File: src/rtl/noc_output_arbiter_if.sv
// noc_output_arbiter_if: request/grant, flit and credit signals of one router output arbiter.
// master drives the input-port side; slave is the arbiter.
interface noc_output_arbiter_if #(
   parameter int NUM_IN = 5,
   parameter int FLIT_W = 64
);
   logic [NUM_IN-1:0]        req;
   logic [NUM_IN-1:0]        pw;
   logic [NUM_IN*FLIT_W-1:0] flit_in;
   logic                     credit_ret;
   logic [NUM_IN-1:0]        gnt;
   logic [FLIT_W-1:0]        flit_out;
   logic                     valid_out;
   logic [2:0]               credits;
   logic                     locked;
   logic [2:0]               owner;
   logic                     credit_err;
   modport master (
      output req, pw, flit_in, credit_ret,
      input  gnt, flit_out, valid_out, credits, locked, owner, credit_err
   );
   modport slave (
      input  req, pw, flit_in, credit_ret,
      output gnt, flit_out, valid_out, credits, locked, owner, credit_err
   );
endinterface

File: src/rtl/noc_output_arbiter.sv
// noc_output_arbiter: round-robin wormhole arbiter with credit metering for one router output.
// Define ARB_PW_PRIORITY_EN to let pw-flagged inputs win arbitration ahead of the rest.
module noc_output_arbiter #(
   parameter int NUM_IN  = 5,
   parameter int FLIT_W  = 64,
   parameter int CREDITS = 4
) (
   input logic                 clk_i,
   input logic                 rst_i,
   noc_output_arbiter_if.slave bus_io
);
   typedef enum logic {IDLE, LOCKED} state_e;
   state_e            state_q, state_d;
   logic [2:0]        owner_q, owner_d, rr_q, rr_d, cred_q, cred_d, win;
   logic [FLIT_W-1:0] flit_q, own_flit;
   logic              valid_q, err_q, err_d, grant;
   logic [NUM_IN-1:0] elig, cand;
   // heads and single-flit packets have equal type bits
   always_comb begin
      elig = '0;
      for (int i = 0; i < NUM_IN; i++)
         elig[i] = bus_io.req[i] && cred_q != 3'd0 &&
                   bus_io.flit_in[i*FLIT_W+FLIT_W-1] == bus_io.flit_in[i*FLIT_W+FLIT_W-2];
   end
`ifdef ARB_PW_PRIORITY_EN
   assign cand = |(elig & bus_io.pw) ? elig & bus_io.pw : elig;
`else
   logic unused_pw;
   assign unused_pw = ^bus_io.pw;
   assign cand = elig;
`endif
   // descending scan so the first candidate at or after rr_q is the last written
   always_comb begin
      win = '0;
      for (int k = NUM_IN - 1; k >= 0; k--)
         if (cand[(int'(rr_q) + k) % NUM_IN]) win = 3'((int'(rr_q) + k) % NUM_IN);
   end
   assign own_flit = bus_io.flit_in[owner_q*FLIT_W +: FLIT_W];
   assign grant    = state_q == LOCKED && bus_io.req[owner_q] && cred_q != 3'd0;
   always_comb begin
      state_d = state_q;
      owner_d = owner_q;
      rr_d    = rr_q;
      if (state_q == IDLE && |cand) begin
         state_d = LOCKED;
         owner_d = win;
      end
      if (grant && !own_flit[FLIT_W-2]) begin
         state_d = IDLE;
         rr_d    = owner_q == 3'(NUM_IN - 1) ? 3'd0 : owner_q + 3'd1;
      end
      cred_d = grant && !bus_io.credit_ret ? cred_q - 3'd1 :
               !grant && bus_io.credit_ret && cred_q != 3'(CREDITS) ? cred_q + 3'd1 : cred_q;
      err_d  = err_q || (bus_io.credit_ret && !grant && cred_q == 3'(CREDITS));
   end
   always_ff @(posedge clk_i or posedge rst_i) begin
      if (rst_i) begin
         state_q <= IDLE;
         owner_q <= '0;
         rr_q    <= '0;
         cred_q  <= 3'(CREDITS);
         flit_q  <= '0;
         valid_q <= 1'b0;
         err_q   <= 1'b0;
      end else begin
         state_q <= state_d;
         owner_q <= owner_d;
         rr_q    <= rr_d;
         cred_q  <= cred_d;
         flit_q  <= grant ? own_flit : flit_q;
         valid_q <= grant;
         err_q   <= err_d;
      end
   end
   assign bus_io.gnt        = grant ? NUM_IN'(1) << owner_q : '0;
   assign bus_io.flit_out   = flit_q;
   assign bus_io.valid_out  = valid_q;
   assign bus_io.credits    = cred_q;
   assign bus_io.locked     = state_q == LOCKED;
   assign bus_io.owner      = owner_q;
   assign bus_io.credit_err = err_q;
endmodule

File: src/flat_wrapper.sv
// flat-port wrapper written by rule: the top's interface ports become plain ports
module noc_output_arbiter_flat 
#(
   parameter int NUM_IN  = 5,
   parameter int FLIT_W  = 64,
   parameter int CREDITS = 4
)
  (clk_i, rst_i, bus_io_req, bus_io_pw, bus_io_flit_in, bus_io_credit_ret, bus_io_gnt, bus_io_flit_out, bus_io_valid_out, bus_io_credits, bus_io_locked, bus_io_owner, bus_io_credit_err);
  noc_output_arbiter_if #(.NUM_IN(NUM_IN), .FLIT_W(FLIT_W)) bus_io_i ();
  input logic clk_i;
  input logic rst_i;
  input wire logic [$bits(bus_io_i.req)-1:0] bus_io_req;
  input wire logic [$bits(bus_io_i.pw)-1:0] bus_io_pw;
  input wire logic [$bits(bus_io_i.flit_in)-1:0] bus_io_flit_in;
  input wire logic [$bits(bus_io_i.credit_ret)-1:0] bus_io_credit_ret;
  output wire logic [$bits(bus_io_i.gnt)-1:0] bus_io_gnt;
  output wire logic [$bits(bus_io_i.flit_out)-1:0] bus_io_flit_out;
  output wire logic [$bits(bus_io_i.valid_out)-1:0] bus_io_valid_out;
  output wire logic [$bits(bus_io_i.credits)-1:0] bus_io_credits;
  output wire logic [$bits(bus_io_i.locked)-1:0] bus_io_locked;
  output wire logic [$bits(bus_io_i.owner)-1:0] bus_io_owner;
  output wire logic [$bits(bus_io_i.credit_err)-1:0] bus_io_credit_err;
  assign bus_io_i.req = bus_io_req;
  assign bus_io_i.pw = bus_io_pw;
  assign bus_io_i.flit_in = bus_io_flit_in;
  assign bus_io_i.credit_ret = bus_io_credit_ret;
  assign bus_io_gnt = bus_io_i.gnt;
  assign bus_io_flit_out = bus_io_i.flit_out;
  assign bus_io_valid_out = bus_io_i.valid_out;
  assign bus_io_credits = bus_io_i.credits;
  assign bus_io_locked = bus_io_i.locked;
  assign bus_io_owner = bus_io_i.owner;
  assign bus_io_credit_err = bus_io_i.credit_err;
  noc_output_arbiter #(.NUM_IN(NUM_IN), .FLIT_W(FLIT_W), .CREDITS(CREDITS)) u_core (.clk_i(clk_i), .rst_i(rst_i), .bus_io(bus_io_i));
endmodule
File: config.mk
export PLATFORM = sky130hd
export DESIGN_NAME = noc_output_arbiter_flat
export DESIGN_NICKNAME = d
export VERILOG_FILES = /design/src/rtl/noc_output_arbiter_if.sv /design/src/rtl/noc_output_arbiter.sv /design/src/flat_wrapper.sv
export SDC_FILE = /design/constraint.sdc
export NUM_CORES = 1
export LEC_CHECK = 0
export CAP_MARGIN = 20
export CORE_AREA = 2 2 158 160
export CTS_BUF_LIST = sky130_fd_sc_hd__clkbuf_8
export DETAILED_ROUTE_END_ITERATION = 16
export DIE_AREA = 0 0 160 162
export GPL_ROUTABILITY_DRIVEN = 1
export SETUP_SLACK_MARGIN = 0.05
export SYNTH_ARGS = -nofsm -noshare
export SYNTH_HDL_FRONTEND = slang
export SYNTH_SLANG_ARGS = --single-unit
File: constraint.sdc
create_clock -name clk_i -period 5.5 [get_ports clk_i]
set_clock_uncertainty 0.05 [all_clocks]
set_input_delay 1.1 -clock clk_i [delete_from_list [all_inputs] [get_ports clk_i]]
set_output_delay 1.1 -clock clk_i [all_outputs]
set_load 0.02 [all_outputs]
==> results of run 1 <==
## through the flow
stage / area [sq um] / worst slack (ps) / instances / hold slack, ps
2_1_floorplan: 6495 / 1882 / 644 / 510.7
3_3_place_gp: 10820 / 1150 / 1330 / 402.3
3_5_place_dp: 10820 / 1125 / 1330 / 405.1
4_1_cts: 11050 / 1126 / 1346 / 428.3
5_1_grt: 11050 / 1074 / 1347 / 464.7
6_report: 11050 / 1132 / 1347 / 425.8
## kinds of logic (layout without fill, tap and decap cells)
logic type                 after synthesis  in the layout  synth area share [%]
and+or+nand+nor                        238            238                 16.78
buffers and inverters                   70            448                 4.681
AOI/OAI and AO/OA                      148            148                 18.28
adders and majority gates               25             25                 4.912
DFF                                     76             76                 29.30
other                                    0              1                     0
muxes                                   76             76                 24.45
xor gates and xnor gates                11             11                 1.599
## worst max path at each step
stage,start,to
2_1_floorplan,bus_io_req[3],bus_io_gnt[0]
3_3_place_gp,bus_io_req[3],bus_io_gnt[2]
3_5_place_dp,bus_io_req[3],bus_io_gnt[1]
4_1_cts,bus_io_req[3],bus_io_gnt[1]
5_1_grt,bus_io_req[3],bus_io_gnt[2]
6_report,bus_io_req[3],bus_io_gnt[1]
## power breakdown
part | switching (W) | total (W) | internal [W]
combinational | 0.00238 | 0.00433 | 0.00194
sequential | 0.000262 | 0.00113 | 0.000868
clock | 0.000235 | 0.000508 | 0.000272
total | 0.00288 | 0.00596 | 0.00308
## layout by cell type, fill, tap and decap left out, types with 3 or more instances in the layout
cell type,synthesis,layout
and3b_1,4,4
ha_1,23,23
nor3_1,8,7
mux2i_1,9,9
nand2b_1,10,10
clkbuf_8,0,10
xnor2_1,10,10
nand3_1,11,10
o211ai_1,5,5
nor2_1,141,141
o21ai_0,8,8
buf_4,3,10
o31ai_1,4,4
nand4_1,4,4
a211oi_1,5,5
and3_1,9,9
a21oi_1,16,16
mux4_2,65,65
o221ai_1,3,3
inv_2,4,4
nor2b_1,10,10
a221oi_1,65,65
clkdlybuf4s50_1,0,405
nand2_1,25,25
inv_1,12,11
a31oi_1,6,6
o21ai_1,3,3
o21a_1,4,4
dfrtp_1,75,73
## flip-flops by register name (all words and copies together), names as in the netlist
name                      count
u_core.bus_io.locked          1
u_core.bus_io.credit_err      1
u_core.bus_io.credits         3
u_core.bus_io.owner           3
u_core.bus_io.valid_out       1
u_core.rr_q                   3
u_core.bus_io.flit_out       64
## cell type report
| class | instances | area, sq um |
|---|---|---|
| Inverter | 17 | 65.06 |
| Fill cell | 2346 | 13060 |
| Timing Repair Buffer | 415 | 4129 |
| Tap cell | 324 | 405.4 |
| Clock inverter | 6 | 93.84 |
| Clock buffer | 10 | 137.6 |
| Sequential cell | 76 | 1911 |
| Multi-Input combinational cell | 498 | 4305 |
| Antenna cell | 1 | 2.502 |
## worst max-delay path: stages
cell	delay [ps]
clkdlybuf4s50_1	450
mux4_2	520
a22o_1	280
nand3_4	80
inv_2	70
and3_1	180
clkdlybuf4s50_1	530
## layer usage
| layer | track usage, % | share of wire [%] |
|---|---|---|
| met5 | 0 | 0 |
| met4 | 6.224 | 2.3 |
| met3 | 6.614 | 7.9 |
| met2 | 36.34 | 50 |
| met1 | 26.82 | 40 |
==> flow_metrics.tcl, run 1 <==
set metrics [dict create \
    cp_max_fo 6 \
    critPathCaptureType "output port" \
    yosys-top-cells-area "dfrtp_1, mux4_2, a221oi_1" \
    ys_top_cells_by_count "nor2_1, dfrtp_1, a221oi_1, mux4_2, clkbuf_1" \
    synth_top_area_cell "dfrtp_1" \
    vdd.ir_drop.worst_uv 434.5 \
    crit_type "input port to output port" \
    tns_ps 0 \
    critPathLaunchType "input port" \
    hold_buffers 0 \
    grt_max_degree 69 \
    grt_pass1_wl_um 43300 \
    rsz0062_at_grt "no" \
    ys.flop_type "dfrtp_1" \
    synth_cell_type_count 75 \
    syn_to_final_growth_pct 70.12 \
    grtUsageTotal_pct 21.58 \
    cts.sinks 76 \
    min_from "u_core.bus_io.credit_err" \
    p_leak_nw 4.101 \
    initial_utilization_pct 26.94 \
    via_count 6996 \
    drc 0 \
    ys_warn_count 0 \
    cap_violations 0 \
    cts_htree_levels 3 \
    root_buffer "clkbuf_8" \
    worst_pin_slew_ps 1004 \
    ant_nets 0 \
    synth_top_cell_area_share_pct 28.90 \
    ys_seq_area_share_pct 29.30 \
    rr_startpoint "u_core.rr_q[1]" \
    ys_ff_latch 76 \
    synth_edf_count 0 \
    avgSynthCellArea_sq_um 10.09 \
    rrSetupSlack_ps 1480 \
    utilization_pct 45.84 \
    row_count 57 \
    cts_buffers 9 \
    fmax_mhz 228.9 \
    clockBufferDepth 2 \
    synth.most_common_cell "nor2_1" \
    r2r_end "u_core.bus_io.owner[0]" \
    power_density_mw_per_mm2 539.7 \
    viasPerCell 5.194 \
    syn_area_sq_mm 0.006495 \
    die_w_um 160 \
    nets 1374 \
    fp.dieArea_sq_mm 0.02592 \
    drv_slew 0 \
    final_hold_viol_count 0 \
    overflow 0 \
    rr_worst_depth 14 \
    drive_gt1_share_pct 11.45 \
    slew_headroom_pct 33.10 \
    hold_path_class "flip-flop to flip-flop" \
    antenna_found_initial 1 \
    drtPass1Iterations 5 \
    tritoncts "built" \
    drtIter0Drc 377 \
    gp_congestion 0.8571 \
    cts_resized 0 \
    dp_hpwl_um 22700 \
    die_h_um 162 \
    run_status "finished clean" \
    grt_pass1_vias 7065 \
    pin_count 411 \
    min_period_over_period_pct 79.42 \
    port_buffers 405 \
    power.total_w 0.005964 \
    fp.coreArea_sq_mm 0.02411 \
    setup_viol 0 \
    cts_setup_buffers 0 \
    cp_data_arrival_time_ps 3220 \
    wire_per_inst_um 21.46 \
    clkSlewWorstSetupHoldPaths_ps 100 \
    synthesis.nets 1001 \
    async_flop_share_pct 100.0 \
    required_ps 4350 \
    worstHoldPathCells 1 \
    hold_end "u_core.bus_io.credit_err" \
    syn_inst 644 \
    fin_crit_ps 4368 \
    drt_wl_total_um 28900 \
    clock_latency_ps 350 \
]
(Power assumes the default switching activity.)
==> inputs of run 2 (changes only) <==
Settings changed: CORE_AREA 2 2 158 160 to 2 2 161 163, DIE_AREA 0 0 160 162 to 0 0 163 165.
Clock period 5.5 ns to 3.7 ns, I/O delays scaled along.
==> flow_metrics.tcl, run 2 (synthesis results as in run 1) <==
set metrics [dict create \
    critPathCaptureType "output port" \
    drt_wl_total_um 29410 \
    layout_common_cells "clkdlybuf4s50_1, nor2_1, dfrtp_1" \
    final_hold_viol_count 0 \
    drtPass1Iterations 5 \
    grt_pass1_wl_um 42550 \
    drtIter0Drc 469 \
    cts_buffers 9 \
    required_ps 2910 \
    regArea_sq_mm 0.001912 \
    tritoncts "built" \
    worstHoldPathCells 1 \
    rsz0062_at_grt "no" \
    drv_slew 0 \
    cts.sinks 76 \
    hold_end "u_core.bus_io.credit_err" \
    slew_headroom_pct 39.93 \
    clock_latency_ps 360 \
    root_buffer "clkbuf_8" \
    min_from "u_core.bus_io.credit_err" \
    rr_startpoint "u_core.rr_q[0]" \
    p_leak_nw 4.229 \
    wire_per_inst_um 21.39 \
    antenna_found_initial 2 \
    multiInputGateArea_sq_mm 0.004305 \
    critPathLaunchType "input port" \
    gp_congestion 0.8373 \
    grt_max_degree 67 \
    hold_path_class "flip-flop to flip-flop" \
    cts_htree_levels 3 \
    dp_cells 1357 \
    row_count 58 \
    drive_gt1_share_pct 13.33 \
    layout_commonest_cell "clkdlybuf4s50_1" \
    drc 0 \
    fill_cells 2440 \
    cap_violations 0 \
    fmax_mhz 288.3 \
    cp_data_arrival_time_ps 2680 \
    largest_reg_flops 64 \
    vdd.ir_drop.worst_uv 535.6 \
    dp_hpwl_um 23260 \
    setup_viol 0 \
    grtUsageTotal_pct 20.83 \
    syn_to_final_growth_pct 72.82 \
    fp.dieArea_sq_mm 0.02690 \
    ant_nets 0 \
    die_w_um 163 \
    r2r_end "u_core.bus_io.owner[0]" \
    via_count 6944 \
    viasPerCell 5.050 \
    cts_setup_buffers 0 \
    nets 1395 \
    min_period_over_period_pct 93.76 \
    tns_ps 0 \
    cp_max_fo 7 \
    stdcell_count 1375 \
    pin_count 411 \
    power_density_mw_per_mm2 805.9 \
    fp.coreArea_sq_mm 0.02504 \
    grt_pass1_vias 7030 \
    clkSlewWorstSetupHoldPaths_ps 90 \
    initial_utilization_pct 25.94 \
    die_h_um 165 \
    run_status "finished clean" \
    overflow 0 \
    crit_type "input port to output port" \
    port_buffers 405 \
    clockBufferDepth 2 \
    rr_worst_depth 14 \
    rrSetupSlack_ps 340 \
    fin_crit_ps 3469 \
    utilization_pct 44.83 \
    worst_pin_slew_ps 901.0 \
]
-- run 2: final cells by class --
type	instances	share of cell area, %
multi-input cells	498	38.36
repair buffers	436	38.25
flip-flops and latches	76	17.03
well taps	330	3.679
clock buffers	10	1.226
clock inverters	6	0.8360
inverters	17	0.5796
diodes	2	0.04459
-- run 2: worst max-delay path, cell delays in order --
cell and delay (ps):
clkdlybuf4s50_1 510, mux4_2 510, a22o_1 270, nand3_4 80
inv_2 70, and3_1 180, dlygate4sd2_1 320
-- run 2: timing repair --
action / 4_1_cts / 5_1_grt
pin swaps: 0 / 0
hold buffers: 0 / 0
resized for setup: 5 / 1
endpoints found under the setup margin: 5 / 1
-- run 2: per-stage QoR --
stage / area, sq um / hold slack, ps / power [W] / worst slack [ps]
4_1_cts: 11220 / 446.1 / 0.009174 / 230.5
2_1_floorplan: 6495 / 510.7 / 0.005854 / 189.4
6_report: 11220 / 429.9 / 0.009045 / 231.0
5_1_grt: 11220 / 481.9 / 0.009829 / 65.43
3_3_place_gp: 10990 / 407.8 / 0.008274 / 16.77
3_5_place_dp: 10990 / 426.0 / 0.008361 / 15.43
-- run 2: how the worst max path moves through the flow --
stage                        start                endpoint  slack (ps)  depth (start not counted)
finish               bus_io_req[3]           bus_io_gnt[4]         230                          7
detailed placement   bus_io_req[3]           bus_io_gnt[4]          20                          7
floorplan           u_core.rr_q[0]  u_core.bus_io.owner[1]         190                         16
global placement     bus_io_req[3]           bus_io_gnt[1]          20                          7
CTS                  bus_io_req[3]           bus_io_gnt[4]         230                          7
global route        u_core.rr_q[1]  u_core.bus_io.owner[0]          70                         14
-- run 2: where the power goes --
group          switching (W)  internal (W)
logic                0.00367       0.00304
clock network       0.000354      0.000405
registers           0.000289       0.00129
total                0.00431       0.00473
-- run 2: metal layers --
metal	vias to the layer above	track usage, %	share of wire, %
li1	3289	-	-
met1	3371	26.17	41
met2	244	34.15	48
met3	40	6.228	8.9
met4	0	7.120	2.4
met5	-	0	0
